`config.mk`:
```
export PLATFORM = sky130hd
export DESIGN_NAME = mtimer_unit_flat
export DESIGN_NICKNAME = d
export VERILOG_FILES = /design/src/rtl/timer_pkg.sv /design/src/rtl/mtimer_unit_if.sv /design/src/rtl/mtimer_unit_tick_gen.sv /design/src/rtl/mtimer_unit.sv /design/src/flat_wrapper.sv
export SDC_FILE = /design/constraint.sdc
export NUM_CORES = 1
export LEC_CHECK = 0
export BUFFER_PORTS_ARGS = -buffer_cell sky130_fd_sc_hd__buf_2
export CORE_AREA = 2 2 147 149
export CTS_BUF_LIST = sky130_fd_sc_hd__clkbuf_16
export DETAILED_ROUTE_END_ITERATION = 8
export DIE_AREA = 0 0 149 151
export HOLD_SLACK_MARGIN = 0.08
export PLACE_DENSITY = 0.76
export SLEW_MARGIN = 20
export SYNTH_ARGS = -nofsm -noshare
export SYNTH_HDL_FRONTEND = slang
export SYNTH_SLANG_ARGS = --single-unit
```
`constraint.sdc`:
```
create_clock -name clk -period 2.6 [get_ports clk]
set_input_delay 0.39 -clock clk [delete_from_list [all_inputs] [get_ports clk]]
set_output_delay 0.39 -clock clk [all_outputs]
set_load 0.01 [all_outputs]
```
`src/rtl/timer_pkg.sv`:
```
// Shared constants for the memory-mapped machine timer: register offsets,
// CTRL bit positions and reset values.
package timer_pkg;

  localparam logic [4:0] MTIME_LO_OFS    = 5'h00;
  localparam logic [4:0] MTIME_HI_OFS    = 5'h04;
  localparam logic [4:0] MTIMECMP_LO_OFS = 5'h08;
  localparam logic [4:0] MTIMECMP_HI_OFS = 5'h0C;
  localparam logic [4:0] CTRL_OFS        = 5'h10;
  localparam logic [4:0] PRESCALE_OFS    = 5'h14;

  localparam int CTRL_EN_BIT = 0;
  localparam int CTRL_IE_BIT = 1;

  localparam logic [63:0] MTIMECMP_RST = 64'hFFFF_FFFF_FFFF_FFFF;

  // Offset of the 32-bit half 'half' (0 = LO, 1 = HI) of a 64-bit register pair.
  function automatic logic [4:0] half_ofs(input logic [4:0] lo_ofs, input int half);
    return lo_ofs + (half != 0 ? 5'h04 : 5'h00);
  endfunction

endpackage

```
`src/rtl/mtimer_unit_if.sv`:
```
// Data-memory side bus between the MEM stage and the machine timer.
interface mtimer_unit_if;

  logic [31:0] addr;
  logic        rd_en;
  logic        wr_en;
  logic [31:0] wdata;
  logic [31:0] rdata;
  logic        rvalid;
  logic        sel;

  modport master (
    output addr, rd_en, wr_en, wdata,
    input  rdata, rvalid, sel
  );

  modport slave (
    input  addr, rd_en, wr_en, wdata,
    output rdata, rvalid, sel
  );

endinterface

```
`src/rtl/mtimer_unit_tick_gen.sv`:
```
// Programmable prescaler: emits one tick every (div+1) enabled cycles.
module tick_gen #(
  parameter int PRESCALE_W = 16
) (
  input  logic                  clk,
  input  logic                  rst,
  input  logic                  en,
  input  logic [PRESCALE_W-1:0] div,
  input  logic                  div_wr,
  output logic                  tick
);

  logic [PRESCALE_W-1:0] count_reg;
  logic [PRESCALE_W-1:0] count_next;

  always_comb begin
    tick       = en && (count_reg == div);
    count_next = count_reg + 1'b1;
    // A divider rewrite restarts the period so the new ratio applies cleanly.
    if (!en || div_wr || tick) begin
      count_next = '0;
    end
  end

  always_ff @(posedge clk) begin
    if (rst) begin
      count_reg <= '0;
    end else begin
      count_reg <= count_next;
    end
  end

endmodule

```
`src/rtl/mtimer_unit.sv`:
```
// RISC-V machine timer: 64-bit mtime/mtimecmp on the data bus, level interrupt
// when mtime >= mtimecmp and IE is set.
module mtimer_unit
  import timer_pkg::*;
#(
  parameter int          PRESCALE_W = 16,
  parameter logic [31:0] BASE_ADDR  = 32'h0000_F000
) (
  input  logic         clk,
  input  logic         rst,
  mtimer_unit_if.slave bus,
  output logic         timer_interrupt
);

  logic [63:0]           mtime_reg, mtime_next;
  logic [63:0]           mtimecmp_reg, mtimecmp_next;
  logic                  en_reg, en_next;
  logic                  ie_reg, ie_next;
  logic [PRESCALE_W-1:0] prescale_reg, prescale_next;
  logic [31:0]           hi_shadow_reg;
  logic [31:0]           rdata_reg;
  logic                  rvalid_reg;
  logic                  irq_reg;

  logic        in_window;
  logic        aligned;
  logic [4:0]  ofs;
  logic        rd_hit;
  logic        wr_hit;
  logic        tick;
  logic        prescale_wr;
  logic [1:0]  mtime_wr;
  logic [1:0]  mtimecmp_wr;
  logic [31:0] rd_mux;

  assign in_window = (bus.addr[31:5] == BASE_ADDR[31:5]);
  assign aligned   = (bus.addr[1:0] == 2'b00);
  assign ofs       = bus.addr[4:0];
  assign rd_hit    = bus.rd_en && in_window && aligned;
  assign wr_hit    = bus.wr_en && in_window && aligned;

  assign prescale_wr = wr_hit && (ofs == PRESCALE_OFS);

  genvar gi;
  generate
    for (gi = 0; gi < 2; gi++) begin : g_half_wr
      assign mtime_wr[gi]    = wr_hit && (ofs == half_ofs(MTIME_LO_OFS, gi));
      assign mtimecmp_wr[gi] = wr_hit && (ofs == half_ofs(MTIMECMP_LO_OFS, gi));
    end
  endgenerate

  tick_gen #(
    .PRESCALE_W(PRESCALE_W)
  ) u_tick_gen (
    .clk    (clk),
    .rst    (rst),
    .en     (en_reg),
    .div    (prescale_reg),
    .div_wr (prescale_wr),
    .tick   (tick)
  );

  // Any software write to mtime swallows a coincident tick for the full 64 bits.
  always_comb begin
    mtime_next = mtime_reg;
    if (|mtime_wr) begin
      if (mtime_wr[0]) mtime_next[31:0]  = bus.wdata;
      if (mtime_wr[1]) mtime_next[63:32] = bus.wdata;
    end else if (tick) begin
      mtime_next = mtime_reg + 64'd1;
    end
  end

  always_comb begin
    mtimecmp_next = mtimecmp_reg;
    if (mtimecmp_wr[0]) mtimecmp_next[31:0]  = bus.wdata;
    if (mtimecmp_wr[1]) mtimecmp_next[63:32] = bus.wdata;
  end

  always_comb begin
    en_next       = en_reg;
    ie_next       = ie_reg;
    prescale_next = prescale_reg;
    if (wr_hit && (ofs == CTRL_OFS)) begin
      en_next = bus.wdata[CTRL_EN_BIT];
      ie_next = bus.wdata[CTRL_IE_BIT];
    end
    if (prescale_wr) begin
      prescale_next = bus.wdata[PRESCALE_W-1:0];
    end
  end

  always_comb begin
    rd_mux = '0;
    case (ofs)
      MTIME_LO_OFS:    rd_mux = mtime_reg[31:0];
      MTIME_HI_OFS:    rd_mux = hi_shadow_reg;
      MTIMECMP_LO_OFS: rd_mux = mtimecmp_reg[31:0];
      MTIMECMP_HI_OFS: rd_mux = mtimecmp_reg[63:32];
      CTRL_OFS: begin
        rd_mux[CTRL_EN_BIT] = en_reg;
        rd_mux[CTRL_IE_BIT] = ie_reg;
      end
      PRESCALE_OFS:    rd_mux[PRESCALE_W-1:0] = prescale_reg;
      default:         rd_mux = '0;
    endcase
  end

  always_ff @(posedge clk) begin
    if (rst) begin
      mtime_reg     <= '0;
      mtimecmp_reg  <= MTIMECMP_RST;
      en_reg        <= 1'b0;
      ie_reg        <= 1'b0;
      prescale_reg  <= '0;
      hi_shadow_reg <= '0;
      rdata_reg     <= '0;
      rvalid_reg    <= 1'b0;
      irq_reg       <= 1'b0;
    end else begin
      mtime_reg    <= mtime_next;
      mtimecmp_reg <= mtimecmp_next;
      en_reg       <= en_next;
      ie_reg       <= ie_next;
      prescale_reg <= prescale_next;
      rvalid_reg   <= rd_hit;
      if (rd_hit) begin
        rdata_reg <= rd_mux;
      end
      // Latching HI on a LO read lets software read a torn-free 64-bit value.
      if (rd_hit && (ofs == MTIME_LO_OFS)) begin
        hi_shadow_reg <= mtime_reg[63:32];
      end
      irq_reg <= ie_reg && (mtime_reg >= mtimecmp_reg);
    end
  end

  assign bus.rdata       = rdata_reg;
  assign bus.rvalid      = rvalid_reg;
  assign bus.sel         = in_window;
  assign timer_interrupt = irq_reg;

endmodule

```
`src/flat_wrapper.sv`:
```
// flat-port wrapper written by rule: the top's interface ports become plain ports
module mtimer_unit_flat import timer_pkg::*;
#(
  parameter int          PRESCALE_W = 16,
  parameter logic [31:0] BASE_ADDR  = 32'h0000_F000
)
  (clk, rst, timer_interrupt, bus_addr, bus_rd_en, bus_wr_en, bus_wdata, bus_rdata, bus_rvalid, bus_sel);
  mtimer_unit_if bus_i ();
  input  logic clk;
  input  logic rst;
  output logic timer_interrupt;
  input wire logic [$bits(bus_i.addr)-1:0] bus_addr;
  input wire logic [$bits(bus_i.rd_en)-1:0] bus_rd_en;
  input wire logic [$bits(bus_i.wr_en)-1:0] bus_wr_en;
  input wire logic [$bits(bus_i.wdata)-1:0] bus_wdata;
  output wire logic [$bits(bus_i.rdata)-1:0] bus_rdata;
  output wire logic [$bits(bus_i.rvalid)-1:0] bus_rvalid;
  output wire logic [$bits(bus_i.sel)-1:0] bus_sel;
  assign bus_i.addr = bus_addr;
  assign bus_i.rd_en = bus_rd_en;
  assign bus_i.wr_en = bus_wr_en;
  assign bus_i.wdata = bus_wdata;
  assign bus_rdata = bus_i.rdata;
  assign bus_rvalid = bus_i.rvalid;
  assign bus_sel = bus_i.sel;
  mtimer_unit #(.PRESCALE_W(PRESCALE_W), .BASE_ADDR(BASE_ADDR)) u_core (.clk(clk), .rst(rst), .bus(bus_i), .timer_interrupt(timer_interrupt));
endmodule
```
# Word-level counts from Yosys, hierarchy flattened
# Index checks and enable logic that the tools add are counted.
# Widths: inputs -> output; s select.
# totals
latchBits	0
out_inout_bits	35
regBits	228
mem_count	0
in_bits	68
elab_cells	54
ram_bits	0
rom_bits	0
# op_classes
n_reduce_logical	23
n_shift	0
n_addsub	2
mul	0
n_eq_ne	9
div	0
n_bitwise	0
muxes	7
magnitude_cmp	1
# op_table
cell	n
$mux 64	2
$pmux 14 s5	1
$add 64x1->64 const B	1
$ge 64x64->1	1
$mux 32	2
$pmux 16 s4	1
$eq 27x11->1 const B	1
$add 16x1->16 const B	1
$eq 16x16->1	1
$logic_and 1x1->1	13
$pmux 2 s6	1
$eq 5x4->1 const B	2
$eq 5x5->1 const B	2
$eq 5x3->1 const B	1
$logic_not 5->1	1
$ne 2x1->1 const B	2
$reduce_and 2->1	2
$reduce_or 2->1	2
$logic_not 2->1	1
$logic_or 1x1->1	2
$reduce_bool 2->1	1
$logic_not 1->1	1

# Longest topological paths before layout
# Gate-level depths: netlist (run 1).
# depth
ltp_word	7
depth_mapped	10
ltp_nobuf	9

# Cells and area by module
# A second synthesis (run 1) with hierarchy kept.
# unflattened
cells_unflattened	1594
area_unflattened_um2	12677.2
# by_module_without_submodules
module	area_per_inst_um2	instances	cells_per_inst	seq_area_each_um2
mtimer_unit	11806.3	1	1494	4244.1
tick_gen	870.8	1	100	320.3

# Least setup slack after synthesis (run 1)
# Ideal clock, no wire load.
# synth_timing
path_type	input-to-reg
startpoint	in bus_addr[12]
endpoint	reg u_core.mtime_reg[57]
slack_ps	369
arrival_time_ps	2145
setup_time_ps	86
path_stages	9
n_path_buf	2
required_time_ps	2514
cell_sequence	nor4b_1 and4_1 and4_1 buf_2 or4_1 nand2_2 buf_2 a21oi_1 a211oi_1
# synth_between
elab_chain_len	7
word_cells_on_any_way	10
cone_classes	2 x eq/ne; 1 x mux; 7 x reduce/logical
# synth_rtl
item	line	text
from (decl)	flat_wrapper.sv:12	input wire logic [$bits(bus_i.addr)-1:0] bus_addr;
$eq 27x11->1 (*)	mtimer_unit.sv:36	assign in_window = (bus.addr[31:5] == BASE_ADDR[31:5]);
$logic_and 1x1->1 (*) (2 in series)	mtimer_unit.sv:40	assign wr_hit = bus.wr_en && in_window && aligned;
$logic_and 1x1->1	mtimer_unit.sv:47	assign mtime_wr[gi] = wr_hit && (ofs == half_ofs(MTIME_LO_OFS, gi));
$reduce_or 2->1	mtimer_unit.sv:66	if (|mtime_wr) begin
$ne 2x1->1 (no source line) or $reduce_bool 2->1 (tied branches)	-	
$reduce_and 2->1 (no source line)	-	
to (signal assigned)	mtimer_unit.sv:121	mtime_reg <= mtime_next;
to (decl)	mtimer_unit.sv:15	logic [63:0] mtime_reg, mtime_next;
# Every way passes the cells marked *; elsewhere a longest branch is shown, timed or not.
# A chain may end at the register's enable or synchronous reset.

# Final worst setup path (run 1)
# layout_timing
startpoint	reg u_core.mtimecmp_reg[11]
endpoint	reg u_core.irq_reg, in the netlist u_core.timer_interrupt
# layout_between
elab_chain_len	2
# layout_rtl
item	line	text
from (decl)	mtimer_unit.sv:16	logic [63:0] mtimecmp_reg, mtimecmp_next;
from (signal assigned)	mtimer_unit.sv:122	mtimecmp_reg <= mtimecmp_next;
$ge 64x64->1	mtimer_unit.sv:134	irq_reg <= ie_reg && (mtime_reg >= mtimecmp_reg);
$logic_and 1x1->1	mtimer_unit.sv:134	
to (signal assigned)	mtimer_unit.sv:134	
to (decl)	mtimer_unit.sv:23	logic irq_reg;
# Every way passes these cells.

==> summary.md, run 1 <==
| Metric | Value |
|---|---|
| Count of cell types in the netlist | 66 |
| Synthesized area per cell | 7.749 um^2 |
| RSZ-0062 raised after global routing | true |
| HP Start | bus_rd_en |
| Total grt overflow | 0 |
| Final setup fails | 0 |
| # IOs | 103 |
| CTS H-Tree Depth | 1 |
| Largest net degree at the start of global routing | 142 |
| Crit path launch type | flop |
| Layout cells sized above 1 | around 16% |
| Die ar. | roughly 22000 um^2 |
| Starting density of the core | 60.29% |
| First drt pass iteration count | 6 |
| Clk sinks | between 200 and 250 |
| Post-DP HPWL | around 29000 um |
| Mapped cell area | ~13000 um^2 |
| CP Data Required Time | 3060 ps |
| Hold Crit Class | primary input to flop |
| Post-route cell area | between 10000 and 15000 um^2 |
| Crit path max fanout | 3 |
| Synth warn | 0 |
| Bufs on Longest Clock Path | 3 |
| Overall routing resource usage | 35.56% |
| Lkg Pwr | between 6 and 7 nW |
| R2r startpoint | u_core.mtimecmp_reg[11]$_SDFFE_PP1P_ |
| Measured slew at the worst slew-check pin | ~840 ps |
| Max-cap viol count | 0 |
| Area of the multi-input gates | between 7000 and 8000 um^2 |
| Initial antenna violation count | 0 |
| Initial DRC count | between 1000 and 1500 |
| Core Region | about 21000 um^2 |
| Commonest non-fill, non-tap cell in the layout | nand2_1 |
| Synthesized instance count | ~1600 |
| Async SR Flop Fraction | 0% |
| Commonest cells after routing, fill and taps aside | nand2_1, dfxtp_1, a21oi_1 |
| Pwr Density | approximately 490 nW/um^2 |
| Kind of end point of the critical path | flop |
| Area post-placement | approximately 14000 um^2 |
| Synthesis-to-finish area growth | 18.04% |
| WHS Path Cells | 3 |
| Final #Nets | about 1900 |
| Crit Path Category | flop to flop |
| GPL Wtd Cong | about 0.95 |
| Reg area | 4567 um^2 |
| First-pass GRT wire length | 63120 um |
| Ratio of final minimum period to clock period | 96.74% |
| Final setup TNS | 0 ps |
| Clk_lat worst skew | approximately 540 ps |
| Peak supply drop | 0.0004833 V |
| Routed WL per cell | 20.04 um |
| Hold EP | u_core.bus.rvalid$_SDFF_PP0_ |
| R2R setup slack | between 80 and 90 ps |
| Relative slew margins | between 40 and 50% |
| Critical path arrival | slightly below 3000 ps |
| Seq/Total Area, Yosys | between 30% and 40% |
| DRC | 0 |
| Root Buffer | clkbuf_16 |
| Status | complete, no violations |
| Row count | between 50 and 60 |
| Port Buffer Count | approximately 100 |
| Vias per cell | around 6.3 |
| Reg-to-Reg End | u_core.timer_interrupt$_SDFF_PP0_ |
| Post-synth EDFFs | 0 |
| Final WL | 40720 um |
| Max-slew violations | 0 |
| Ant. Diodes | 0 |
| Max Clock Freq | around 400 MHz |
| Post-synth top flop | dfxtp_1 |
| TritonCTS clock tree | built |
| Reg2Reg Depth | 8 |
| Hold Vio Cnt, Final | 0 |
| Total clock buffers created by CTS | 25 |
| Die X | roughly 150 um |
| Register bit total from synthesis | between 200 and 250 |
| Routed Antenna Nets | 0 |
| Clock Pin Slew Worst Setup and Hold Paths | 60 ps |
| Clk_skew | a little over 10 ps |
| Vias in the first global route | 11440 |
| Crit path from | u_core.mtimecmp_reg[11]$_SDFFE_PP1P_ |
| Syn nets | approximately 1800 |
| Fill cells | approximately 1700 |
| Routed vias | ~13000 |
| Post-layout util | ~71% |
| Vert. Die Dim | approximately 150 um |
| Min Clock Period, post-route | 2515 ps |
## area by class of cell
| cell class | count | area share [%] |
|---|---|---|
| tap | 275 | 2.322 |
| clock inverter | 21 | 1.250 |
| timing repair buffer | 208 | 10.10 |
| clock buffer | 25 | 4.222 |
| multi-input combinational | 1205 | 49.51 |
| inverter | 70 | 1.773 |
| sequential | 228 | 30.82 |
## cell families after synthesis
family          share of synthesized area [%]
simple gates                            21.44
compound gates                          26.93
flops                                   36.36
buf+inv                                 5.950
fa+ha+maj                               6.578
xor+xnor                                2.093
mux                                    0.6479
## per-layer routing
| layer | global-route usage [%] | up-vias | part of all wire (%) |
|---|---|---|---|
| li1 | - | 6095 | - |
| met1 | 51.77 | 6061 | 42 |
| met2 | 52.26 | 651 | 43 |
| met3 | 9.428 | 75 | 13 |
| met4 | 8.905 | 0 | 2.2 |
| met5 | 0 | - | 0 |
## synthesized netlist by cell type (all sizes together), types with 4 or more instances
cell	n	area (um^2)
nand2	265	997.2
dfxtp	228	4564
a21oi	175	879.6
nor2	127	476.7
o21ai	88	440.4
clkbuf	73	274.0
inv	70	262.8
ha	66	825.8
o211ai	66	495.5
buf	44	210.2
nand3	42	210.2
a211oi	41	312.8
nand4	34	246.5
a22oi	32	240.2
a21o	22	165.2
and3	22	137.6
nor3	22	130.1
xor2	20	175.2
a221oi	17	148.9
and2	15	93.84
nor4	14	145.1
o221ai	14	122.6
o2bb2ai	14	122.6
o31ai	13	97.59
xnor2	10	87.58
a31o	9	78.82
a31oi	9	56.30
mux2i	7	70.07
o21a	6	45.04
or2	5	31.28
or3	5	31.28
and4	4	35.03
nor4b	4	41.29
o22ai	4	25.02
o41ai	4	35.03
or4	4	30.03
## worst max-delay path by stage
stage / depth (start not counted) / slack (ps) / endpoint
after detailed placement: 8 / -250 / u_core.timer_interrupt$_SDFF_PP0_
after global placement: 8 / -300 / u_core.timer_interrupt$_SDFF_PP0_
final: 8 / 80 / u_core.timer_interrupt$_SDFF_PP0_
after CTS: 9 / 40 / u_core.mtime_reg[16]$_SDFFE_PP0P_
after global routing: 10 / -8 / u_core.mtime_reg[60]$_SDFFE_PP0P_
after floorplan: 9 / 370 / u_core.mtime_reg[57]$_SDFFE_PP0P_
## power breakdown
part	leakage, nW	switching [mW]	internal, mW
registers	1.84	0.00000000106	3.49
logic	3.96	0.209	0.0826
clock network	0.422	1.49	2.05
## worst max-delay path, stage by stage, from the launching register on
cell and delay, ps:
dfxtp_1 400, inv_1 120, ha_4 300, nand4_1 170, or4_1 560, a31o_2 260
a211o_1 260, a211o_1 260, o211ai_1 100
## through the flow
stage                     setup WS, ps  power [mW]  std cells  hold WS, ps
final                            84.83       7.326       2032        144.9
after global routing            -8.242       7.521       2032        132.0
after CTS                        35.57       7.346       2030        129.5
after detailed placement        -254.6       3.849       1984        447.7
after global placement          -301.4       3.848       1984        441.1
after floorplan                  369.2       3.685       1620        436.1
## what timing repair did
item / 4_1_cts / 5_1_grt
hold endpoints to repair: 0 / 0
hold buffers: 0 / 0
gates cloned: 0 / 0
pin swaps: 0 / 2
gates resized for setup: 2 / 13
setup buffers: 0 / 2
setup endpoints to repair: 1 / 42
(Power assumes the default switching activity.)
==> run 2, diff against run 1 <==
Settings changed: ABC_AREA set to 1, CORE_AREA 2 2 147 149 to 2 2 155 157, DIE_AREA 0 0 149 151 to 0 0 157 159, PLACE_DENSITY 0.76 to 0.77.
==> run 2 against run 1 <==
Compared with the run above:
- via count up 23%
- register-to-register slack better by 110 ps
- wire length up 28%
- flip-flop and latch count unchanged
- sequential share of layout area down 2.1 points
- critical endpoint is now u_core.mtime_reg[37]$_SDFFE_PP0P_
- largest cell class unchanged
- largest power group unchanged
==> summary.md, run 2 <==
| Metric | Value |
|---|---|
| CP dominant cell by count | nor2_1 |
| Mapped cell area | roughly 14000 um^2 |
| Starting density of the core | between 60% and 70% |
| Bufs on Longest Clock Path | 3 |
| Worst path max stage delay | a little under 600 ps |
| Relative slew margins | 51.35% |
| Final WL | 52020 um |
| Largest net degree at the start of global routing | 75 |
| Pwr Total | around 7.2 mW |
| Crit path depth | 10 |
| R2r startpoint | u_core.mtime_reg[5]$_SDFFE_PP0P_ |
| Crit Path Category | flop to flop |
| Clk_lat worst skew | ~530 ps |
| Measured slew at the worst slew-check pin | around 730 ps |
| Ratio of final minimum period to clock period | between 90 and 100% |
| Root Buffer | clkbuf_16 |
| Post-DP HPWL | approximately 39000 um |
| Final setup fails | 0 |
| Synth warn | 0 |
| # IOs | about 100 |
| Total clock buffers created by CTS | 25 |
| Overall routing resource usage | between 40% and 50% |
| WHS Path Cells | 3 |
| Pwr Density | ~460 nW/um^2 |
| Seq/Total Area, Yosys | roughly a third |
| First drt pass iteration count | 7 |
| Hold Vio Cnt, Final | 0 |
| Lkg Pwr | a little over 8 nW |
| Kind of end point of the critical path | flop |
| Post-CTS repair timing setup buffer count | 0 |
| Synthesized instance count | approximately 2300 |
| RSZ-0062 raised after global routing | false |
| Routed WL per cell | 19.37 um |
| Layout cells sized above 1 | under 10% |
| Clk_skew | 11.92 ps |
| Die ar. | approximately 25000 um^2 |
| Hold EP | u_core.prescale_reg[12]$_SDFFE_PP0P_ |
| Total grt overflow | 0 |
| Top post-synthesis cells by count | nand2_1, nor2_1, inv_1, dfxtp_1, nand3_1 |
| Die X | about 160 um |
| CP Buf/Inv Count | 0 |
| Synth top area share | around 32% |
| Max-cap viol count | 0 |
| Clock Pin Slew Worst Setup and Hold Paths | about 60 ps |
| Initial antenna violation count | 0 |
| Routed Antenna Nets | 0 |
| Crit path max fanout | 5 |
| DRC | 0 |
| Synthesis-to-finish area growth | 11.90% |
| GPL Wtd Cong | 1.108 |
| Port Buffer Count | 102 |
| Critical path arrival | approximately 2900 ps |
| Final #Nets | around 2500 |
| Vias per cell | around 5.9 |
| Cell type with the largest total area after synthesis | dfxtp_1 |
| Post-CTS Hold Buffers | 0 |
| Reg2Reg Depth | 10 |
| CP delay by family, top | simple AND/OR/NAND/NOR gates |
| CTS H-Tree Depth | 1 |
| Fill cells | ~2100 |
| Min Hold Slack | ~180 ps |
| CP cell instances | nand2_1 -> nor2_1 -> nand3_1 -> nor2_1 -> nand4_1 -> nand2_1 -> nand3_1 -> nand2_1 -> nor2_1 -> nor2_1 |
| Synthesized area per cell | 6.232 um^2 |
| Post-synth EDFFs | 0 |
| Vias in the first global route | between 10000 and 15000 |
| HP Start | bus_wdata[12] |
| Post-synth top flop | dfxtp_1 |
| Row count | 56 |
| Crit path launch type | flop |
| Syn nets | around 2400 |
| Reg-to-Reg End | u_core.mtime_reg[37]$_SDFFE_PP0P_ |
| Core Region | 23190 um^2 |
| Register bit total from synthesis | between 200 and 250 |
| Min Clock Period, post-route | roughly 2400 ps |
| Max Clock Freq | slightly above 400 MHz |
| First-pass GRT wire length | ~80000 um |
| Slowest CP cell | dfxtp_1 |
| Hold Crit Class | primary input to flop |
| R2R setup slack | just under 200 ps |
| Routed vias | roughly 16000 |
| Async SR Flop Fraction | 0% |
| Peak supply drop | 0.0005871 V |
| Leading cell type by number of instances after synthesis | nand2_1 |
| PostCTS Resize Cnt | 0 |
| Vert. Die Dim | approximately 160 um |
| Status | complete, no violations |
| Count of cell types in the netlist | 40 |
| Final setup TNS | 0 ps |
| Commonest non-fill, non-tap cell in the layout | nand2_1 |
| CP Data Required Time | 3070 ps |
| Commonest cells after routing, fill and taps aside | nand2_1, nor2_1, inv_1 |
| Ant. Diodes | 0 |
| Initial DRC count | ~1600 |
| Clk sinks | 228 |
| Max-slew violations | 0 |
| Top cells by area, synth | dfxtp_1, nand2_1, nor2_1 |
| TritonCTS clock tree | built |
[run 2: cell count changes after synthesis, sizes merged, moves of 15 or more]
cell	previous run	this run
nor2	127	374
a221oi	17	0
a22oi	32	0
a211oi	41	16
o22ai	4	24
clkbuf	73	53
a21oi	175	114
nand3	42	140
inv	70	250
and2	15	0
a21o	22	0
nand2	265	684
and3	22	1
o21ai	88	105
[run 2: worst max path at each step]
stage                                      startpoint                                 to  slack (ps)
global route         u_core.mtime_reg[5]$_SDFFE_PP0P_  u_core.mtime_reg[37]$_SDFFE_PP0P_          70
detailed placement   u_core.mtime_reg[5]$_SDFFE_PP0P_  u_core.mtime_reg[37]$_SDFFE_PP0P_         310
global placement    u_core.mtime_reg[24]$_SDFFE_PP0P_  u_core.mtime_reg[53]$_SDFFE_PP0P_         290
finish               u_core.mtime_reg[5]$_SDFFE_PP0P_  u_core.mtime_reg[37]$_SDFFE_PP0P_         190
floorplan            u_core.mtime_reg[0]$_SDFFE_PP0P_  u_core.mtime_reg[60]$_SDFFE_PP0P_         690
CTS                  u_core.mtime_reg[5]$_SDFFE_PP0P_  u_core.mtime_reg[37]$_SDFFE_PP0P_         300
[run 2: area by class of cell]
| cell class | count | area (um^2) | area share (%) |
|---|---|---|---|
| sequential | 228 | 4564 | 28.76 |
| clock buffer | 25 | 625.6 | 3.942 |
| tap | 319 | 399.1 | 2.515 |
| timing repair buffer | 141 | 890.9 | 5.613 |
| inverter | 251 | 944.7 | 5.952 |
| clock inverter | 19 | 161.4 | 1.017 |
| multi-input combinational | 1703 | 8285 | 52.20 |
[run 2: worst reg2reg max path: stages, from the launching register on]
cell and delay [ps]:
dfxtp_1 580, nand2_1 130, nor2_1 200, nand3_1 240, nor2_1 490, nand4_1 210, nand2_1 140, nand3_1 90
nand2_1 100, nor2_1 40, nor2_1 120
[run 2: power breakdown]
part / leakage (nW) / internal, mW / switching [mW]
logic: 6.01 / 0.0689 / 0.164
registers: 1.84 / 3.49 / 0.00000000134
clock network: 0.404 / 2.03 / 1.47
total: 8.25 / 5.59 / 1.63
[run 2: through the flow]
step / utilization (%) / setup slack [ps] / area [um^2] / cells
after floorplan: - / 688.3 / 14180 / 2276
after global placement: 65.04 / 288.3 / 15080 / 2642
after detailed placement: 65.04 / 314.3 / 15080 / 2642
after CTS: 68.43 / 295.7 / 15870 / 2686
after global routing: 68.43 / 70.99 / 15870 / 2686
final: 68.43 / 192.9 / 15870 / 2686
[run 2: cell families (layout without fill, tap and decap cells)]
family | Yosys count | after routing | synth area share, %
simple gates | 1264 | 1264 | 36.28
buf+inv | 345 | 436 | 9.536
compound gates | 340 | 340 | 14.14
flops | 228 | 228 | 32.18
fa+ha+maj | 66 | 66 | 5.822
xor+xnor | 33 | 33 | 2.038
[run 2: metal layers]
metal  wire length [um]  track usage, %  up-vias
met5                  0               0        -
met4               3331           23.06        0
met3               4952           7.131      228
met2              23740           66.87      875
met1              19990           50.41     7195
li1                   -               -     7498
==> run 3, diff against run 2 <==
Settings changed: REMOVE_ABC_BUFFERS set to 1.
==> run 3 against run 2 <==
Compared with the run above:
- fmax up 7.8%
- sequential share of layout area down 0.075 points
- register-to-register slack better by 180 ps
- core utilization up 0.18 points
- count of clock-buffer cells in the layout unchanged
- clock power up 1%
- cell count up 0.26%
- critical path depth up 2
- hold slack worse by 20 ps
- design area up 0.26%
==> summary.md, run 3 (synthesis gave the netlist of run 2 again) <==
| Metric | Value |
|---|---|
| Lkg Pwr | slightly above 8 nW |
| Peak supply drop | about 0.00053 V |
| Measured slew at the worst slew-check pin | 732.2 ps |
| Critical path arrival | 2700 ps |
| RSZ-0062 raised after global routing | false |
| Layout cells sized above 1 | just under 9% |
| Clock Pin Slew Worst Setup and Hold Paths | about 60 ps |
| Crit Path Category | flop to flop |
| Pwr Total | ~7.3 mW |
| Clk_lat worst skew | roughly 540 ps |
| Post-route cell area | approximately 16000 um^2 |
| Clk_skew | 9.972 ps |
| Post-CTS repair timing setup buffer count | 0 |
| PostCTS Resize Cnt | 0 |
| Commonest non-fill, non-tap cell in the layout | nand2_1 |
| Crit path launch type | flop |
| Inst Count DP | roughly 2600 |
| Routed vias | approximately 16000 |
| Die ar. | approximately 25000 um^2 |
| Commonest cells after routing, fill and taps aside | nand2_1, nor2_1, inv_1 |
| Row count | 56 |
| Area post-placement | ~15000 um^2 |
| Post-DP HPWL | approximately 37000 um |
| Largest net degree at the start of global routing | between 60 and 70 |
| Kind of end point of the critical path | flop |
| Post-layout util | about two thirds |
| Vias per cell | 5.802 |
| Vert. Die Dim | ~160 um |
| Final setup TNS | 0 ps |
| Initial antenna violation count | 0 |
| Final setup fails | 0 |
| Ant. Diodes | 0 |
| Core Region | roughly 23000 um^2 |
| Post-CTS Hold Buffers | 0 |
| Routed Antenna Nets | 0 |
| Final WL | approximately 49000 um |
| Total grt overflow | 0 |
| Pwr Density | roughly 460 nW/um^2 |
| Max-cap viol count | 0 |
| Die X | between 150 and 200 um |
| Non-filler cells, final | 2693 |
| CP Data Required Time | approximately 3100 ps |
| GPL Wtd Cong | 1.060 |
| # IOs | between 100 and 150 |
| Clk sinks | roughly 230 |
| Hold Crit Class | primary input to flop |
| Final #Nets | between 2000 and 2500 |
| DRC | 0 |
| Post-Place Worst Slack | 365.3 ps |
| Max Clock Freq | around 450 MHz |
| Vias in the first global route | around 15000 |
| CTS H-Tree Depth | 1 |
| Bufs on Longest Clock Path | 3 |
| Relative slew margins | 50.81% |
| Initial DRC count | 1708 |
| Crit path max fanout | 7 |
| Synthesis-to-finish area growth | 12.19% |
| Port Buffer Count | 102 |
| Root Buffer | clkbuf_16 |
| Starting density of the core | between 60% and 70% |
| Status | complete, no violations |
| Max-slew violations | 0 |
| Overall routing resource usage | 38.12% |
| First-pass GRT wire length | roughly 76000 um |
| TritonCTS clock tree | built |
| Ratio of final minimum period to clock period | between 80 and 90% |
| Min Clock Period, post-route | around 2200 ps |
| First drt pass iteration count | 6 |
| Setup ws final | ~370 ps |
| Routed WL per cell | between 15 and 20 um |
| Total clock buffers created by CTS | 25 |
| Min Hold Slack | 161.0 ps |
| Hold Vio Cnt, Final | 0 |
run 3: report_power, final:
| group | switching (mW) | total (mW) | internal (mW) | leakage, nW |
|---|---|---|---|---|
| combinational | 0.156 | 0.227 | 0.0710 | 6.03 |
| sequential | 0.00000000128 | 3.49 | 3.49 | 1.84 |
| clock | 1.51 | 3.54 | 2.03 | 0.392 |
| total | 1.66 | 7.26 | 5.60 | 8.26 |
run 3: routing by layer:
layer / track usage [%] / routed length [um] / vias to the layer above / part of all wire (%)
li1: - / - / 7505 / -
met4: 13.72 / 1751 / 0 / 3.6
met1: 53.44 / 20610 / 7185 / 42
met2: 59.23 / 21350 / 789 / 44
met5: 0 / 0 / - / 0
met3: 6.151 / 4916 / 147 / 10
run 3: critical path, cell delays in order, from the launching register on:
cell     delay, ps
dfxtp_1        490
nand2_1        110
nor2_1         310
nand2_1        220
nor2_4         310
nand2_1        120
nor2_1         140
nand2_1         80
nand2_1         80
nand2_1         50
nor2_1          80
nor2_1          60
nor2_1         100
run 3: cell type report:
| type | instances | area [um^2] |
|---|---|---|
| Multi-Input combinational cell | 1703 | 8285 |
| Fill cell | 2139 | 7279 |
| Sequential cell | 228 | 4564 |
| Inverter | 251 | 944.7 |
| Timing Repair Buffer | 148 | 930.9 |
| Clock buffer | 25 | 625.6 |
| Tap cell | 319 | 399.1 |
| Clock inverter | 19 | 162.7 |
run 3: worst paths after layout:
kind / endpoint / slack (ps) / startpoint / depth (start not counted)
setup / recovery: u_core.mtime_reg[51]$_SDFFE_PP0P_ / 370 / u_core.mtime_reg[2]$_SDFFE_PP0P_ / 12
hold / removal: u_core.mtimecmp_reg[55]$_SDFFE_PP1P_ / 160 / bus_wdata[23] / 3
setup reg to reg: u_core.mtime_reg[51]$_SDFFE_PP0P_ / 370 / u_core.mtime_reg[2]$_SDFFE_PP0P_ / 12
hold reg to reg: u_core.bus.rdata[6]$_SDFFE_PP0P_ / 460 / u_core.bus.rdata[6]$_SDFFE_PP0P_ / 2
